$ cat src/rtl/decode_stage_if.sv
// Decode stage bus interface.
// Groups every non-clock/reset signal of the decode stage:
//   fetch fields   f_icode, f_ifun, f_rA, f_rB, f_valC, f_valP, f_stat
//   control        D_stall, D_bubble, E_bubble
//   reg-file read  d_srcA, d_srcB (addresses out), valA, valB (data in)
//   forwards       e_dstE/e_valE, M_dstM/m_valM, M_dstE/M_valE,
//                  W_dstM/W_valM, W_dstE/W_valE
//   E register     E_icode, E_ifun, E_stat, E_valC, E_valA, E_valB,
//                  E_dstE, E_dstM, E_srcA, E_srcB
//   hazard         d_loaduse
// The slave modport is the decode stage; master is its surrounding pipeline.
interface decode_stage_if;
    logic [3:0]  f_icode;
    logic [3:0]  f_ifun;
    logic [3:0]  f_rA;
    logic [3:0]  f_rB;
    logic [63:0] f_valC;
    logic [63:0] f_valP;
    logic [2:0]  f_stat;

    logic        D_stall;
    logic        D_bubble;
    logic        E_bubble;

    logic [3:0]  d_srcA;
    logic [3:0]  d_srcB;
    logic [63:0] valA;
    logic [63:0] valB;

    logic [3:0]  e_dstE;
    logic [63:0] e_valE;
    logic [3:0]  M_dstM;
    logic [63:0] m_valM;
    logic [3:0]  M_dstE;
    logic [63:0] M_valE;
    logic [3:0]  W_dstM;
    logic [63:0] W_valM;
    logic [3:0]  W_dstE;
    logic [63:0] W_valE;

    logic [3:0]  E_icode;
    logic [3:0]  E_ifun;
    logic [2:0]  E_stat;
    logic [63:0] E_valC;
    logic [63:0] E_valA;
    logic [63:0] E_valB;
    logic [3:0]  E_dstE;
    logic [3:0]  E_dstM;
    logic [3:0]  E_srcA;
    logic [3:0]  E_srcB;

    logic        d_loaduse;

    modport master (
        output f_icode, f_ifun, f_rA, f_rB, f_valC, f_valP, f_stat,
        output D_stall, D_bubble, E_bubble,
        output valA, valB,
        output e_dstE, e_valE, M_dstM, m_valM, M_dstE, M_valE,
        output W_dstM, W_valM, W_dstE, W_valE,
        input  d_srcA, d_srcB,
        input  E_icode, E_ifun, E_stat, E_valC, E_valA, E_valB,
        input  E_dstE, E_dstM, E_srcA, E_srcB,
        input  d_loaduse
    );

    modport slave (
        input  f_icode, f_ifun, f_rA, f_rB, f_valC, f_valP, f_stat,
        input  D_stall, D_bubble, E_bubble,
        input  valA, valB,
        input  e_dstE, e_valE, M_dstM, m_valM, M_dstE, M_valE,
        input  W_dstM, W_valM, W_dstE, W_valE,
        output d_srcA, d_srcB,
        output E_icode, E_ifun, E_stat, E_valC, E_valA, E_valB,
        output E_dstE, E_dstM, E_srcA, E_srcB,
        output d_loaduse
    );
endinterface

$ cat src/rtl/decode_stage.sv
// Y86-64 style decode stage: the D pipeline register, register-file address
// generation, operand forwarding, the D/E pipeline register and the
// load-use hazard flag.
// Ports:
//   clk_i  - clock, all state updates on its rising edge
//   rst_i  - asynchronous active-high reset, forces D and E to bubbles
//   bus    - decode_stage_if.slave, fetch fields in, register-file
//            addresses/data, forwards, E register and d_loaduse out
module decode_stage (
    input  logic          clk_i,
    input  logic          rst_i,
    decode_stage_if.slave bus
);
    localparam logic [3:0] REG_NONE = 4'hf;
    localparam logic [3:0] REG_RSP  = 4'h4;

    localparam logic [3:0] I_NOP    = 4'h1;
    localparam logic [3:0] I_RRMOVQ = 4'h2;
    localparam logic [3:0] I_IRMOVQ = 4'h3;
    localparam logic [3:0] I_RMMOVQ = 4'h4;
    localparam logic [3:0] I_MRMOVQ = 4'h5;
    localparam logic [3:0] I_OPQ    = 4'h6;
    localparam logic [3:0] I_JXX    = 4'h7;
    localparam logic [3:0] I_CALL   = 4'h8;
    localparam logic [3:0] I_RET    = 4'h9;
    localparam logic [3:0] I_PUSHQ  = 4'hA;
    localparam logic [3:0] I_POPQ   = 4'hB;

    localparam logic [2:0] STAT_AOK = 3'd1;

    // D register
    logic [3:0]  dreg_icode_q, dreg_icode_d;
    logic [3:0]  dreg_ifun_q,  dreg_ifun_d;
    logic [3:0]  dreg_ra_q,    dreg_ra_d;
    logic [3:0]  dreg_rb_q,    dreg_rb_d;
    logic [63:0] dreg_valc_q,  dreg_valc_d;
    logic [63:0] dreg_valp_q,  dreg_valp_d;
    logic [2:0]  dreg_stat_q,  dreg_stat_d;

    // E register
    logic [3:0]  ereg_icode_q, ereg_icode_d;
    logic [3:0]  ereg_ifun_q,  ereg_ifun_d;
    logic [2:0]  ereg_stat_q,  ereg_stat_d;
    logic [63:0] ereg_valc_q,  ereg_valc_d;
    logic [63:0] ereg_vala_q,  ereg_vala_d;
    logic [63:0] ereg_valb_q,  ereg_valb_d;
    logic [3:0]  ereg_dste_q,  ereg_dste_d;
    logic [3:0]  ereg_dstm_q,  ereg_dstm_d;
    logic [3:0]  ereg_srca_q,  ereg_srca_d;
    logic [3:0]  ereg_srcb_q,  ereg_srcb_d;

    // Decode results
    logic [3:0]  src_a, src_b, dst_e, dst_m;
    logic [63:0] d_val_a, d_val_b;

    // D register next state: stall wins over bubble, otherwise capture fetch.
    always_comb begin
        dreg_icode_d = dreg_icode_q;
        dreg_ifun_d  = dreg_ifun_q;
        dreg_ra_d    = dreg_ra_q;
        dreg_rb_d    = dreg_rb_q;
        dreg_valc_d  = dreg_valc_q;
        dreg_valp_d  = dreg_valp_q;
        dreg_stat_d  = dreg_stat_q;
        if (!bus.D_stall) begin
            if (bus.D_bubble) begin
                dreg_icode_d = I_NOP;
                dreg_ifun_d  = 4'h0;
                dreg_ra_d    = REG_NONE;
                dreg_rb_d    = REG_NONE;
                dreg_valc_d  = 64'h0;
                dreg_valp_d  = 64'h0;
                dreg_stat_d  = STAT_AOK;
            end else begin
                dreg_icode_d = bus.f_icode;
                dreg_ifun_d  = bus.f_ifun;
                dreg_ra_d    = bus.f_rA;
                dreg_rb_d    = bus.f_rB;
                dreg_valc_d  = bus.f_valC;
                dreg_valp_d  = bus.f_valP;
                dreg_stat_d  = bus.f_stat;
            end
        end
    end

    // Register-file addresses and destinations by instruction class.
    always_comb begin
        src_a = REG_NONE;
        src_b = REG_NONE;
        dst_e = REG_NONE;
        dst_m = REG_NONE;
        case (dreg_icode_q)
            I_RRMOVQ, I_RMMOVQ, I_OPQ, I_PUSHQ: src_a = dreg_ra_q;
            I_RET, I_POPQ:                      src_a = REG_RSP;
            default:                            src_a = REG_NONE;
        endcase
        case (dreg_icode_q)
            I_RMMOVQ, I_MRMOVQ, I_OPQ:          src_b = dreg_rb_q;
            I_CALL, I_RET, I_PUSHQ, I_POPQ:     src_b = REG_RSP;
            default:                            src_b = REG_NONE;
        endcase
        case (dreg_icode_q)
            I_RRMOVQ, I_IRMOVQ, I_OPQ:          dst_e = dreg_rb_q;
            I_CALL, I_RET, I_PUSHQ, I_POPQ:     dst_e = REG_RSP;
            default:                            dst_e = REG_NONE;
        endcase
        case (dreg_icode_q)
            I_MRMOVQ, I_POPQ:                   dst_m = dreg_ra_q;
            default:                            dst_m = REG_NONE;
        endcase
    end

    // Operand selection. Forwards are checked youngest first so the most
    // recent producer of a register wins; an address of 4'hf never forwards.
    always_comb begin
        d_val_a = bus.valA;
        if ((dreg_icode_q == I_CALL) || (dreg_icode_q == I_JXX))
            d_val_a = dreg_valp_q;
        else if ((src_a != REG_NONE) && (src_a == bus.e_dstE))
            d_val_a = bus.e_valE;
        else if ((src_a != REG_NONE) && (src_a == bus.M_dstM))
            d_val_a = bus.m_valM;
        else if ((src_a != REG_NONE) && (src_a == bus.M_dstE))
            d_val_a = bus.M_valE;
        else if ((src_a != REG_NONE) && (src_a == bus.W_dstM))
            d_val_a = bus.W_valM;
        else if ((src_a != REG_NONE) && (src_a == bus.W_dstE))
            d_val_a = bus.W_valE;

        d_val_b = bus.valB;
        if ((src_b != REG_NONE) && (src_b == bus.e_dstE))
            d_val_b = bus.e_valE;
        else if ((src_b != REG_NONE) && (src_b == bus.M_dstM))
            d_val_b = bus.m_valM;
        else if ((src_b != REG_NONE) && (src_b == bus.M_dstE))
            d_val_b = bus.M_valE;
        else if ((src_b != REG_NONE) && (src_b == bus.W_dstM))
            d_val_b = bus.W_valM;
        else if ((src_b != REG_NONE) && (src_b == bus.W_dstE))
            d_val_b = bus.W_valE;
    end

    // E register next state; D_stall deliberately has no effect here.
    always_comb begin
        ereg_icode_d = dreg_icode_q;
        ereg_ifun_d  = dreg_ifun_q;
        ereg_stat_d  = dreg_stat_q;
        ereg_valc_d  = dreg_valc_q;
        ereg_vala_d  = d_val_a;
        ereg_valb_d  = d_val_b;
        ereg_dste_d  = dst_e;
        ereg_dstm_d  = dst_m;
        ereg_srca_d  = src_a;
        ereg_srcb_d  = src_b;
        if (bus.E_bubble) begin
            ereg_icode_d = I_NOP;
            ereg_ifun_d  = 4'h0;
            ereg_stat_d  = STAT_AOK;
            ereg_valc_d  = 64'h0;
            ereg_vala_d  = 64'h0;
            ereg_valb_d  = 64'h0;
            ereg_dste_d  = REG_NONE;
            ereg_dstm_d  = REG_NONE;
            ereg_srca_d  = REG_NONE;
            ereg_srcb_d  = REG_NONE;
        end
    end

    // Pipeline registers; reset forces both to bubble contents at once.
    always_ff @(posedge clk_i or posedge rst_i) begin
        if (rst_i) begin
            dreg_icode_q <= I_NOP;
            dreg_ifun_q  <= 4'h0;
            dreg_ra_q    <= REG_NONE;
            dreg_rb_q    <= REG_NONE;
            dreg_valc_q  <= 64'h0;
            dreg_valp_q  <= 64'h0;
            dreg_stat_q  <= STAT_AOK;
            ereg_icode_q <= I_NOP;
            ereg_ifun_q  <= 4'h0;
            ereg_stat_q  <= STAT_AOK;
            ereg_valc_q  <= 64'h0;
            ereg_vala_q  <= 64'h0;
            ereg_valb_q  <= 64'h0;
            ereg_dste_q  <= REG_NONE;
            ereg_dstm_q  <= REG_NONE;
            ereg_srca_q  <= REG_NONE;
            ereg_srcb_q  <= REG_NONE;
        end else begin
            dreg_icode_q <= dreg_icode_d;
            dreg_ifun_q  <= dreg_ifun_d;
            dreg_ra_q    <= dreg_ra_d;
            dreg_rb_q    <= dreg_rb_d;
            dreg_valc_q  <= dreg_valc_d;
            dreg_valp_q  <= dreg_valp_d;
            dreg_stat_q  <= dreg_stat_d;
            ereg_icode_q <= ereg_icode_d;
            ereg_ifun_q  <= ereg_ifun_d;
            ereg_stat_q  <= ereg_stat_d;
            ereg_valc_q  <= ereg_valc_d;
            ereg_vala_q  <= ereg_vala_d;
            ereg_valb_q  <= ereg_valb_d;
            ereg_dste_q  <= ereg_dste_d;
            ereg_dstm_q  <= ereg_dstm_d;
            ereg_srca_q  <= ereg_srca_d;
            ereg_srcb_q  <= ereg_srcb_d;
        end
    end

    assign bus.d_srcA  = src_a;
    assign bus.d_srcB  = src_b;
    assign bus.E_icode = ereg_icode_q;
    assign bus.E_ifun  = ereg_ifun_q;
    assign bus.E_stat  = ereg_stat_q;
    assign bus.E_valC  = ereg_valc_q;
    assign bus.E_valA  = ereg_vala_q;
    assign bus.E_valB  = ereg_valb_q;
    assign bus.E_dstE  = ereg_dste_q;
    assign bus.E_dstM  = ereg_dstm_q;
    assign bus.E_srcA  = ereg_srca_q;
    assign bus.E_srcB  = ereg_srcb_q;

    // A load in E whose destination is about to be read in D cannot be
    // forwarded in time.
    assign bus.d_loaduse = ((ereg_icode_q == I_MRMOVQ) || (ereg_icode_q == I_POPQ))
                         && (ereg_dstm_q != REG_NONE)
                         && ((ereg_dstm_q == src_a) || (ereg_dstm_q == src_b));
endmodule

$ cat src/flat_wrapper.sv
// flat-port wrapper written by rule: the top's interface ports become plain ports
module decode_stage_flat 
  (clk_i, rst_i, bus_f_icode, bus_f_ifun, bus_f_rA, bus_f_rB, bus_f_valC, bus_f_valP, bus_f_stat, bus_D_stall, bus_D_bubble, bus_E_bubble, bus_valA, bus_valB, bus_e_dstE, bus_e_valE, bus_M_dstM, bus_m_valM, bus_M_dstE, bus_M_valE, bus_W_dstM, bus_W_valM, bus_W_dstE, bus_W_valE, bus_d_srcA, bus_d_srcB, bus_E_icode, bus_E_ifun, bus_E_stat, bus_E_valC, bus_E_valA, bus_E_valB, bus_E_dstE, bus_E_dstM, bus_E_srcA, bus_E_srcB, bus_d_loaduse);
  decode_stage_if bus_i ();
  input  logic clk_i;
  input  logic rst_i;
  input wire logic [$bits(bus_i.f_icode)-1:0] bus_f_icode;
  input wire logic [$bits(bus_i.f_ifun)-1:0] bus_f_ifun;
  input wire logic [$bits(bus_i.f_rA)-1:0] bus_f_rA;
  input wire logic [$bits(bus_i.f_rB)-1:0] bus_f_rB;
  input wire logic [$bits(bus_i.f_valC)-1:0] bus_f_valC;
  input wire logic [$bits(bus_i.f_valP)-1:0] bus_f_valP;
  input wire logic [$bits(bus_i.f_stat)-1:0] bus_f_stat;
  input wire logic [$bits(bus_i.D_stall)-1:0] bus_D_stall;
  input wire logic [$bits(bus_i.D_bubble)-1:0] bus_D_bubble;
  input wire logic [$bits(bus_i.E_bubble)-1:0] bus_E_bubble;
  input wire logic [$bits(bus_i.valA)-1:0] bus_valA;
  input wire logic [$bits(bus_i.valB)-1:0] bus_valB;
  input wire logic [$bits(bus_i.e_dstE)-1:0] bus_e_dstE;
  input wire logic [$bits(bus_i.e_valE)-1:0] bus_e_valE;
  input wire logic [$bits(bus_i.M_dstM)-1:0] bus_M_dstM;
  input wire logic [$bits(bus_i.m_valM)-1:0] bus_m_valM;
  input wire logic [$bits(bus_i.M_dstE)-1:0] bus_M_dstE;
  input wire logic [$bits(bus_i.M_valE)-1:0] bus_M_valE;
  input wire logic [$bits(bus_i.W_dstM)-1:0] bus_W_dstM;
  input wire logic [$bits(bus_i.W_valM)-1:0] bus_W_valM;
  input wire logic [$bits(bus_i.W_dstE)-1:0] bus_W_dstE;
  input wire logic [$bits(bus_i.W_valE)-1:0] bus_W_valE;
  output wire logic [$bits(bus_i.d_srcA)-1:0] bus_d_srcA;
  output wire logic [$bits(bus_i.d_srcB)-1:0] bus_d_srcB;
  output wire logic [$bits(bus_i.E_icode)-1:0] bus_E_icode;
  output wire logic [$bits(bus_i.E_ifun)-1:0] bus_E_ifun;
  output wire logic [$bits(bus_i.E_stat)-1:0] bus_E_stat;
  output wire logic [$bits(bus_i.E_valC)-1:0] bus_E_valC;
  output wire logic [$bits(bus_i.E_valA)-1:0] bus_E_valA;
  output wire logic [$bits(bus_i.E_valB)-1:0] bus_E_valB;
  output wire logic [$bits(bus_i.E_dstE)-1:0] bus_E_dstE;
  output wire logic [$bits(bus_i.E_dstM)-1:0] bus_E_dstM;
  output wire logic [$bits(bus_i.E_srcA)-1:0] bus_E_srcA;
  output wire logic [$bits(bus_i.E_srcB)-1:0] bus_E_srcB;
  output wire logic [$bits(bus_i.d_loaduse)-1:0] bus_d_loaduse;
  assign bus_i.f_icode = bus_f_icode;
  assign bus_i.f_ifun = bus_f_ifun;
  assign bus_i.f_rA = bus_f_rA;
  assign bus_i.f_rB = bus_f_rB;
  assign bus_i.f_valC = bus_f_valC;
  assign bus_i.f_valP = bus_f_valP;
  assign bus_i.f_stat = bus_f_stat;
  assign bus_i.D_stall = bus_D_stall;
  assign bus_i.D_bubble = bus_D_bubble;
  assign bus_i.E_bubble = bus_E_bubble;
  assign bus_i.valA = bus_valA;
  assign bus_i.valB = bus_valB;
  assign bus_i.e_dstE = bus_e_dstE;
  assign bus_i.e_valE = bus_e_valE;
  assign bus_i.M_dstM = bus_M_dstM;
  assign bus_i.m_valM = bus_m_valM;
  assign bus_i.M_dstE = bus_M_dstE;
  assign bus_i.M_valE = bus_M_valE;
  assign bus_i.W_dstM = bus_W_dstM;
  assign bus_i.W_valM = bus_W_valM;
  assign bus_i.W_dstE = bus_W_dstE;
  assign bus_i.W_valE = bus_W_valE;
  assign bus_d_srcA = bus_i.d_srcA;
  assign bus_d_srcB = bus_i.d_srcB;
  assign bus_E_icode = bus_i.E_icode;
  assign bus_E_ifun = bus_i.E_ifun;
  assign bus_E_stat = bus_i.E_stat;
  assign bus_E_valC = bus_i.E_valC;
  assign bus_E_valA = bus_i.E_valA;
  assign bus_E_valB = bus_i.E_valB;
  assign bus_E_dstE = bus_i.E_dstE;
  assign bus_E_dstM = bus_i.E_dstM;
  assign bus_E_srcA = bus_i.E_srcA;
  assign bus_E_srcB = bus_i.E_srcB;
  assign bus_d_loaduse = bus_i.d_loaduse;
  decode_stage u_core (.clk_i(clk_i), .rst_i(rst_i), .bus(bus_i));
endmodule
$ cat config.mk
export PLATFORM = sky130hd
export DESIGN_NAME = decode_stage_flat
export DESIGN_NICKNAME = d
export VERILOG_FILES = /design/src/rtl/decode_stage_if.sv /design/src/rtl/decode_stage.sv /design/src/flat_wrapper.sv
export SDC_FILE = /design/constraint.sdc
export NUM_CORES = 1
export LEC_CHECK = 0
export CAP_MARGIN = 20
export CORE_AREA = 4 4 326 328
export CTS_CLUSTER_DIAMETER = 30
export DETAILED_ROUTE_END_ITERATION = 8
export DIE_AREA = 0 0 330 332
export GPL_TIMING_DRIVEN = 1
export REMOVE_ABC_BUFFERS = 1
export SLEW_MARGIN = 20
export SYNTH_ARGS = -nofsm -noshare
export SYNTH_HDL_FRONTEND = slang
export SYNTH_SLANG_ARGS = --single-unit
export TNS_END_PERCENT = 30
$ cat constraint.sdc
create_clock -name clk_i -period 17.5 [get_ports clk_i]
set_input_delay 3.5 -clock clk_i [delete_from_list [all_inputs] [get_ports clk_i]]
set_output_delay 3.5 -clock clk_i [all_outputs]
set_load 0.005 [all_outputs]
==> results of run 1 <==
[stage by stage]
step / setup slack [ps] / utilization, % / power, mW / instance area, sq um
after floorplan: 3886 / - / 1.164 / 18370
after global placement: 10120 / 28.16 / 1.588 / 29060
after detailed placement: 10280 / 28.20 / 1.587 / 29100
after CTS: 10500 / 32.20 / 3.801 / 33230
after global routing: 10340 / 32.23 / 3.891 / 33270
final: 10510 / 32.24 / 3.776 / 33270
[worst max-delay path, cell delays in order (launching register included)]
cell             delay (ps)
dfrtp_1                 700
nand2b_1                480
o31ai_4                 640
xor2_1                  190
nand4_1                 100
a21oi_1                 160
clkdlybuf4s50_1         560
[layer usage]
metal	vias to the layer above	part of all wire, %
li1	9053	-
met4	10	3.4
met5	-	0.048
met2	1697	47
met1	10706	38
met3	294	12
[power groups by stage]
| stage | combinational [mW] | sequential (mW) | clock (mW) |
|---|---|---|---|
| final | 0.614 | 0.968 | 2.19 |
| after global routing | 0.646 | 0.974 | 2.27 |
| after CTS | 0.614 | 0.967 | 2.22 |
| after detailed placement | 0.610 | 0.978 | 0 |
| after global placement | 0.610 | 0.978 | 0 |
| after floorplan | 0.194 | 0.969 | 0 |
[cell type report]
cell class / count / area share, %
multi-input combinational: 1346 / 27.90
timing repair buffer: 894 / 26.63
clock buffer: 145 / 9.307
clock inverter: 66 / 3.106
sequential: 366 / 27.63
antenna: 17 / 0.1278
inverter: 8 / 0.1128
tap: 1380 / 5.189
[logic make-up (layout without fill, tap and decap cells)]
group	Yosys count	count (layout)
compound gates	653	653
xor+xnor	30	30
buf+inv	221	1113
flops	366	366
mux	1	1
other cells	0	17
simple gates	662	662
[state kept, by name, indices dropped and copies added, names as in the netlist, 4 cells and up]
| name | cells |
|---|---|
| u_core.bus.E_srcA | 4 |
| u_core.dreg_ifun_q | 4 |
| u_core.bus.E_valB | 64 |
| u_core.bus.E_icode | 4 |
| u_core.bus.E_srcB | 4 |
| u_core.bus.E_dstM | 4 |
| u_core.bus.E_valA | 64 |
| u_core.bus.E_valC | 64 |
| u_core.dreg_icode_q | 4 |
| u_core.dreg_valp_q | 64 |
| u_core.dreg_ra_q | 4 |
| u_core.dreg_rb_q | 4 |
| u_core.bus.E_dstE | 4 |
| u_core.dreg_valc_q | 64 |
| u_core.bus.E_ifun | 4 |
[cells in the final DEF (no fill, tap or decap), drive strengths merged, types with 13 or more instances in the layout]
master           n
a211oi          66
a21boi          57
a221oi          67
a222oi          57
a22o           136
a311o           64
and2            28
and3            62
buf             49
bufinv          21
clkbuf         145
clkdlybuf4s50  845
clkinv          31
clkinvlp        13
dfrtp          338
dfstp           28
diode           17
nand2          154
nand2b          13
nand3           71
nor2           151
nor2b           80
nor3            13
o211ai          66
o21ai           24
o31ai           63
or3             59
xnor2           14
xor2            16
[how the worst max path moves through the flow]
| stage | from | end | slack (ps) |
|---|---|---|---|
| finish | u_core.dreg_icode_q[2]$_DFFE_PP0N_ | bus_d_loaduse | 10510 |
| CTS | u_core.dreg_icode_q[2]$_DFFE_PP0N_ | bus_d_loaduse | 10500 |
| global placement | bus_M_dstE[0] | u_core.bus.E_valB[34]$_DFF_PP0_ | 10120 |
| global route | u_core.dreg_icode_q[2]$_DFFE_PP0N_ | bus_d_loaduse | 10340 |
| detailed placement | bus_W_dstE[3] | u_core.bus.E_valB[62]$_DFF_PP0_ | 10280 |
| floorplan | rst_i | u_core.bus.E_icode[1]$_DFF_PP0_ | 3890 |
==> results.txt, run 1 <==
status -> complete, no violations
Root Driver -> clkbuf_16
Die Span Y -> 332 um
DRC viols -> 0
Post-synth EDFFs -> 0
ranking of synthesized cells by area -> dfrtp_1, a22o_1, dfstp_2
first-pass GRT wire length -> 166.9 mm
Tightest Pin Transition -> 1165 ps
DRT iter0 DRCs -> 2,403
GRT met1 Usage -> 25.10%
RSZ-0062 raised after global routing -> no
Initial Util -> 18.72%
gr ovfl total -> 0
RR Endpoint -> u_core.bus.E_valA[15]$_DFF_PP0_
R2R cell count -> 10
Max clock buf depth -> 3
Seq pwr share -> 25.6%
H-tree Lvls -> 3
Synth cell types -> 73
Rows -> 118
Post-synth ARST share -> 100.0%
CP endpoint kind -> output port
Maximum Capacitance Violations -> 0
number of setup buffers added after CTS -> 0
hold path endpoint -> u_core.bus.E_valC[63]$_DFF_PP0_
clock slew at reported path FFs -> 40 ps
Net Sw Power -> 0.9938 mW
FF-to-FF Start -> u_core.dreg_icode_q[2]$_DFFE_PP0N_
top post-synthesis cells by count -> dfrtp_1, nand2_1, nor2_1
Comb pwr share -> 16.3%
Post-Synth Simple-Gate Area -> 17.43%
compound-cell area share of the yosys netlist -> 28.47%
CP Max Fanout -> 16
count leader, synth -> dfrtp_1
vias in the first global route -> 22,171
IO Port Bufs -> 847
TritonRoute pass-1 iters -> 9
Switching Share -> 26.32%
fmax -> 143.0 MHz
Final TNS setup -> 0 ps
largest family of logic cells by synthesized area -> compound AO/OA/AOI/OAI gates
CTS sink count -> 366
final hold slack -> 484.5 ps
Main synth FF type -> dfrtp_1
cell count after synthesis -> 1,933
maximum vdd ir drop -> 0.07882 mV
final setup fails -> 0
sequential area share after synthesis -> 47.58%
hold path startpoint -> u_core.dreg_valc_q[63]$_DFFE_PP0N_
Sequential Area -> 9194 sq um
flop-to-flop setup slack -> 12,830 ps
area grow syn2layout -> 72.20%
Min-Delay Path Depth -> 1
Final Net Count -> 3,348
critical path type -> reg -> out
fin. max-slew vios -> 0
Hold Path Class -> reg -> reg
gp weighted congestion -> 0.8982
post-synthesis register bit count -> 366
core box area -> 103,200 sq um
total CTS buffers -> 112
Yosys top cell area share -> 43.77%
minimum clock period -> 6992 ps
Die Width -> 330 um
Total GRT Usage -> 20.95%
antenna viol nets, final -> 0
Post-Synth XOR/XNOR Area -> 1.360%
CTS tree -> built
Final Hold Viols -> 0
CTS Hold Bufs -> 0
Worst slew margin -> 22.00%
antenna violations before repair -> 29
dpl cells -> 3,994
Avg Cell Area, Syn -> 9.997 sq um
P_leak -> 13.26 nW
Via density -> 5.154
share of post-route cells with drive strength above 1 -> 11.29%
routed len/inst -> 28.79 um
M3 GR Usage -> 7.359%
mux share of post-synthesis cell area -> 0.05828%
global routing met2 resource utilization -> 34.22%
Power Dens Cells -> 113.5 nW/um^2
Vias -> 21,760
Fillers -> 10,394
synth warn -> 0
Pint -> 2.782 mW
Post-DP HPWL -> 83.18 mm
Die Area -> 109,600 sq um
period utilization -> 39.95%
Resized cells post-CTS -> 0
pin count of the biggest net entering global routing -> 107
area leader, netlist -> dfrtp_1
critical path data required time -> 14,000 ps
multi-input logic area -> 9283 sq um
Synth Cell Area -> 19,320 sq um
clock power share -> 58.1%
fin cells -> 4,222
IO Pins -> 848
final WL -> 121.5 mm
CP Launch Type -> flop
data arrival time of the critical path -> 3490 ps
area share of fa/ha/maj cells after synthesis -> 0%
worst-skew pair later-pin latency -> 690 ps
global route hottest layer -> met2
clk_skew -> 49.03 ps
(Power assumes the default switching activity.)
==> run 2: changes to the inputs <==
Clock period 17.5 ns to 6.9 ns, I/O delays scaled along.
==> run 2 against run 1 <==
Sequential cell count is the same. Via count is essentially flat. Utilization decreased by 0.43 points. Combinational power grew to 2.5 times the previous value. Sequential share of layout area is 0.38 points higher. Global-route usage decreased by 0.23 points. Worst hold slack got worse by 7.3 ps. First-iteration DRC count grew 0.42%. Final cell count is 0.52% lower. Routed wire length is 1.2% lower. Count of clock-buffer cells in the layout decreased by 4. Clock power increased by 130%. Critical path type unchanged. Largest cell class unchanged.
==> results.txt, run 2 (synthesis gave the netlist of run 1 again) <==
status -> complete, no violations
H-tree Lvls -> 3 (unchanged)
design area -> 32,830 sq um (-1.3%)
Fillers -> 10,597 (+2.0%)
Rows -> 118 (unchanged)
worst path bufs/invs -> 1 (unchanged)
antenna viol nets, final -> 0 (unchanged)
Die Area -> 109,600 sq um (unchanged)
final setup fails -> 0 (unchanged)
Maximum Capacitance Violations -> 0 (unchanged)
Via density -> 5.182 (+0.54%)
Worst slew margin -> 16.68% (-5.3 points)
critical path type -> reg -> out
Resized cells post-CTS -> 0 (unchanged)
Worst Slack Setup Final -> 1837 ps (-8671 ps)
maximum vdd ir drop -> 0.2053 mV (+160%)
antenna violations before repair -> 21 (-28%)
core box area -> 103,200 sq um (unchanged)
CP endpoint kind -> output port
Worst path top cell family by delay -> compound AO/OA/AOI/OAI gates
Total GRT Usage -> 20.72% (-0.23 points)
CTS Hold Bufs -> 0 (unchanged)
Final Net Count -> 3,341 (-0.21%)
critical-path cell list -> nand2b_1, o31ai_2, xor2_1, nand4_1, a21oi_1, clkdlybuf4s50_1
Sequential Area -> 9194 sq um (unchanged)
Final Hold Viols -> 0 (unchanged)
clock slew at reported path FFs -> 50 ps (about the same)
Power Dens Cells -> 272.9 nW/um^2 (+140%)
area grow syn2layout -> 69.88%
gp weighted congestion -> 0.8789 (-2.1%)
number of setup buffers added after CTS -> 0 (unchanged)
Die Span Y -> 332 um (unchanged)
Hold Path Class -> reg -> reg
DRT iter0 DRCs -> 2,413 (+0.42%)
most frequent cells in the layout -> clkdlybuf4s50_1, dfrtp_1, nand2_1
dpl cells -> 3,992 (-0.050%)
period utilization -> 73.37%
pre-CTS WS -> 1851 ps (-8433 ps)
first-pass GRT wire length -> 165.0 mm (-1.1%)
total CTS buffers -> 106 (-5.4%)
Tightest Pin Transition -> 1250 ps (+85.12 ps)
CP Launch Type -> flop
TritonRoute pass-1 iters -> 9 (unchanged)
Die Width -> 330 um (unchanged)
Root Driver -> clkbuf_16
Post-DP HPWL -> 82.26 mm (-1.1%)
gr ovfl total -> 0 (unchanged)
commonest non-fill, non-tap cell in the layout -> clkdlybuf4s50_1
DRC viols -> 0 (unchanged)
fmax -> 197.5 MHz
critical path data required time -> 5520 ps (-8480 ps)
IO Pins -> 848 (unchanged)
IO Port Bufs -> 847 (unchanged)
vias in the first global route -> 21,922 (-1.1%)
Initial Util -> 18.72% (unchanged)
minimum clock period -> 5063 ps
hold path startpoint -> u_core.dreg_valc_q[17]$_DFFE_PP0N_
P_leak -> 13.08 nW (-1.4%)
final WL -> 120.1 mm (-1.2%)
multi-input logic area -> 9283 sq um (unchanged)
fin cells -> 4,200 (-0.52%)
Worst path max stage delay -> 840 ps (+140 ps)
CP startpoint -> u_core.dreg_icode_q[2]$_DFFE_PP0N_
FF-to-FF Start -> u_core.dreg_icode_q[2]$_DFFE_PP0N_
Vias -> 21,764 (+0.018%)
routed len/inst -> 28.61 um (-0.63%)
area post-placement -> 29,130 sq um (+0.11%)
CTS tree -> built
share of post-route cells with drive strength above 1 -> 10.79% (-0.50 points)
RSZ-0062 raised after global routing -> no
CP Max Fanout -> 16 (unchanged)
worst-skew pair later-pin latency -> 690 ps (about the same)
CP max stage cell -> o31ai_2
final core occ -> 31.81% (-0.43 points)
Max clock buf depth -> 3 (unchanged)
data arrival time of the critical path -> 3680 ps (+190 ps)
pin count of the biggest net entering global routing -> 120 (+12%)
clk_skew -> 83.37 ps (+34.33 ps)
CTS sink count -> 366 (unchanged)
fin. max-slew vios -> 0 (unchanged)
-- run 2: changes by cell type in the layout (fill, tap and decap cells not counted), sizes merged --
| cell | before | now |
|---|---|---|
| clkinv | 31 | 34 |
| inv | 9 | 13 |
| diode | 17 | 12 |
| clkinvlp | 13 | 6 |
| clkbuf | 145 | 141 |
| buf | 49 | 48 |
| bufinv | 21 | 9 |
-- run 2: final timing paths --
kind | end | slack [ps] | cells past startpoint
max | bus_d_loaduse | 1840 | 6
min | u_core.bus.E_valC[17]$_DFF_PP0_ | 480 | 1
max reg2reg | u_core.bus.E_valA[38]$_DFF_PP0_ | 2230 | 9
min reg2reg | u_core.bus.E_valC[17]$_DFF_PP0_ | 480 | 1
max in group asynchronous | u_core.bus.E_valA[12]$_DFF_PP0_ | 4250 | 3
min in group asynchronous | u_core.bus.E_valC[40]$_DFF_PP0_ | 1220 | 2
-- run 2: final cells by class --
class | count | share of cell area [%]
multi-input combinational | 1346 | 28.28
sequential | 366 | 28.01
timing repair buffer | 893 | 27.15
clock buffer | 141 | 9.091
tap | 1380 | 5.260
clock inverter | 54 | 2.005
inverter | 8 | 0.1143
antenna | 12 | 0.09148
-- run 2: report_power, final --
part	total [mW]	internal (mW)	leakage (nW)	switching, mW
Sequential	2.46	2.35	4.72	0.115
Clock	4.94	3.36	1.79	1.58
Combinational	1.56	0.784	6.57	0.775
Total	8.96	6.49	13.1	2.47
-- run 2: worst register-to-register path, cell delays in order, from the launching register on --
cell and delay [ps]:
dfrtp_1 670, nor2b_1 660, o21ai_2 350, xor2_1 270, a2111oi_4 360, buf_4 430, o211a_2 970, buf_4 470
a222oi_1 170, o211ai_1 160
-- run 2: through the flow --
step	hold slack [ps]	TNS, ps	power, mW
after CTS	477.0	0	9.016
final	477.2	0	8.957
after global placement	460.4	0	4.031
after floorplan	444.5	-1599830	2.951
after global routing	491.3	0	9.237
after detailed placement	465.3	0	4.034
-- run 2: per-layer routing --
layer | vias to the layer above | GRT usage, % | part of all wire [%] | routed length (um)
met5 | - | 0 | 0.057 | 69
met2 | 1650 | 33.28 | 46 | 55420
met4 | 10 | 9.880 | 4.7 | 5608
li1 | 9032 | - | - | -
met3 | 361 | 6.989 | 11 | 13810
met1 | 10711 | 24.85 | 38 | 45240
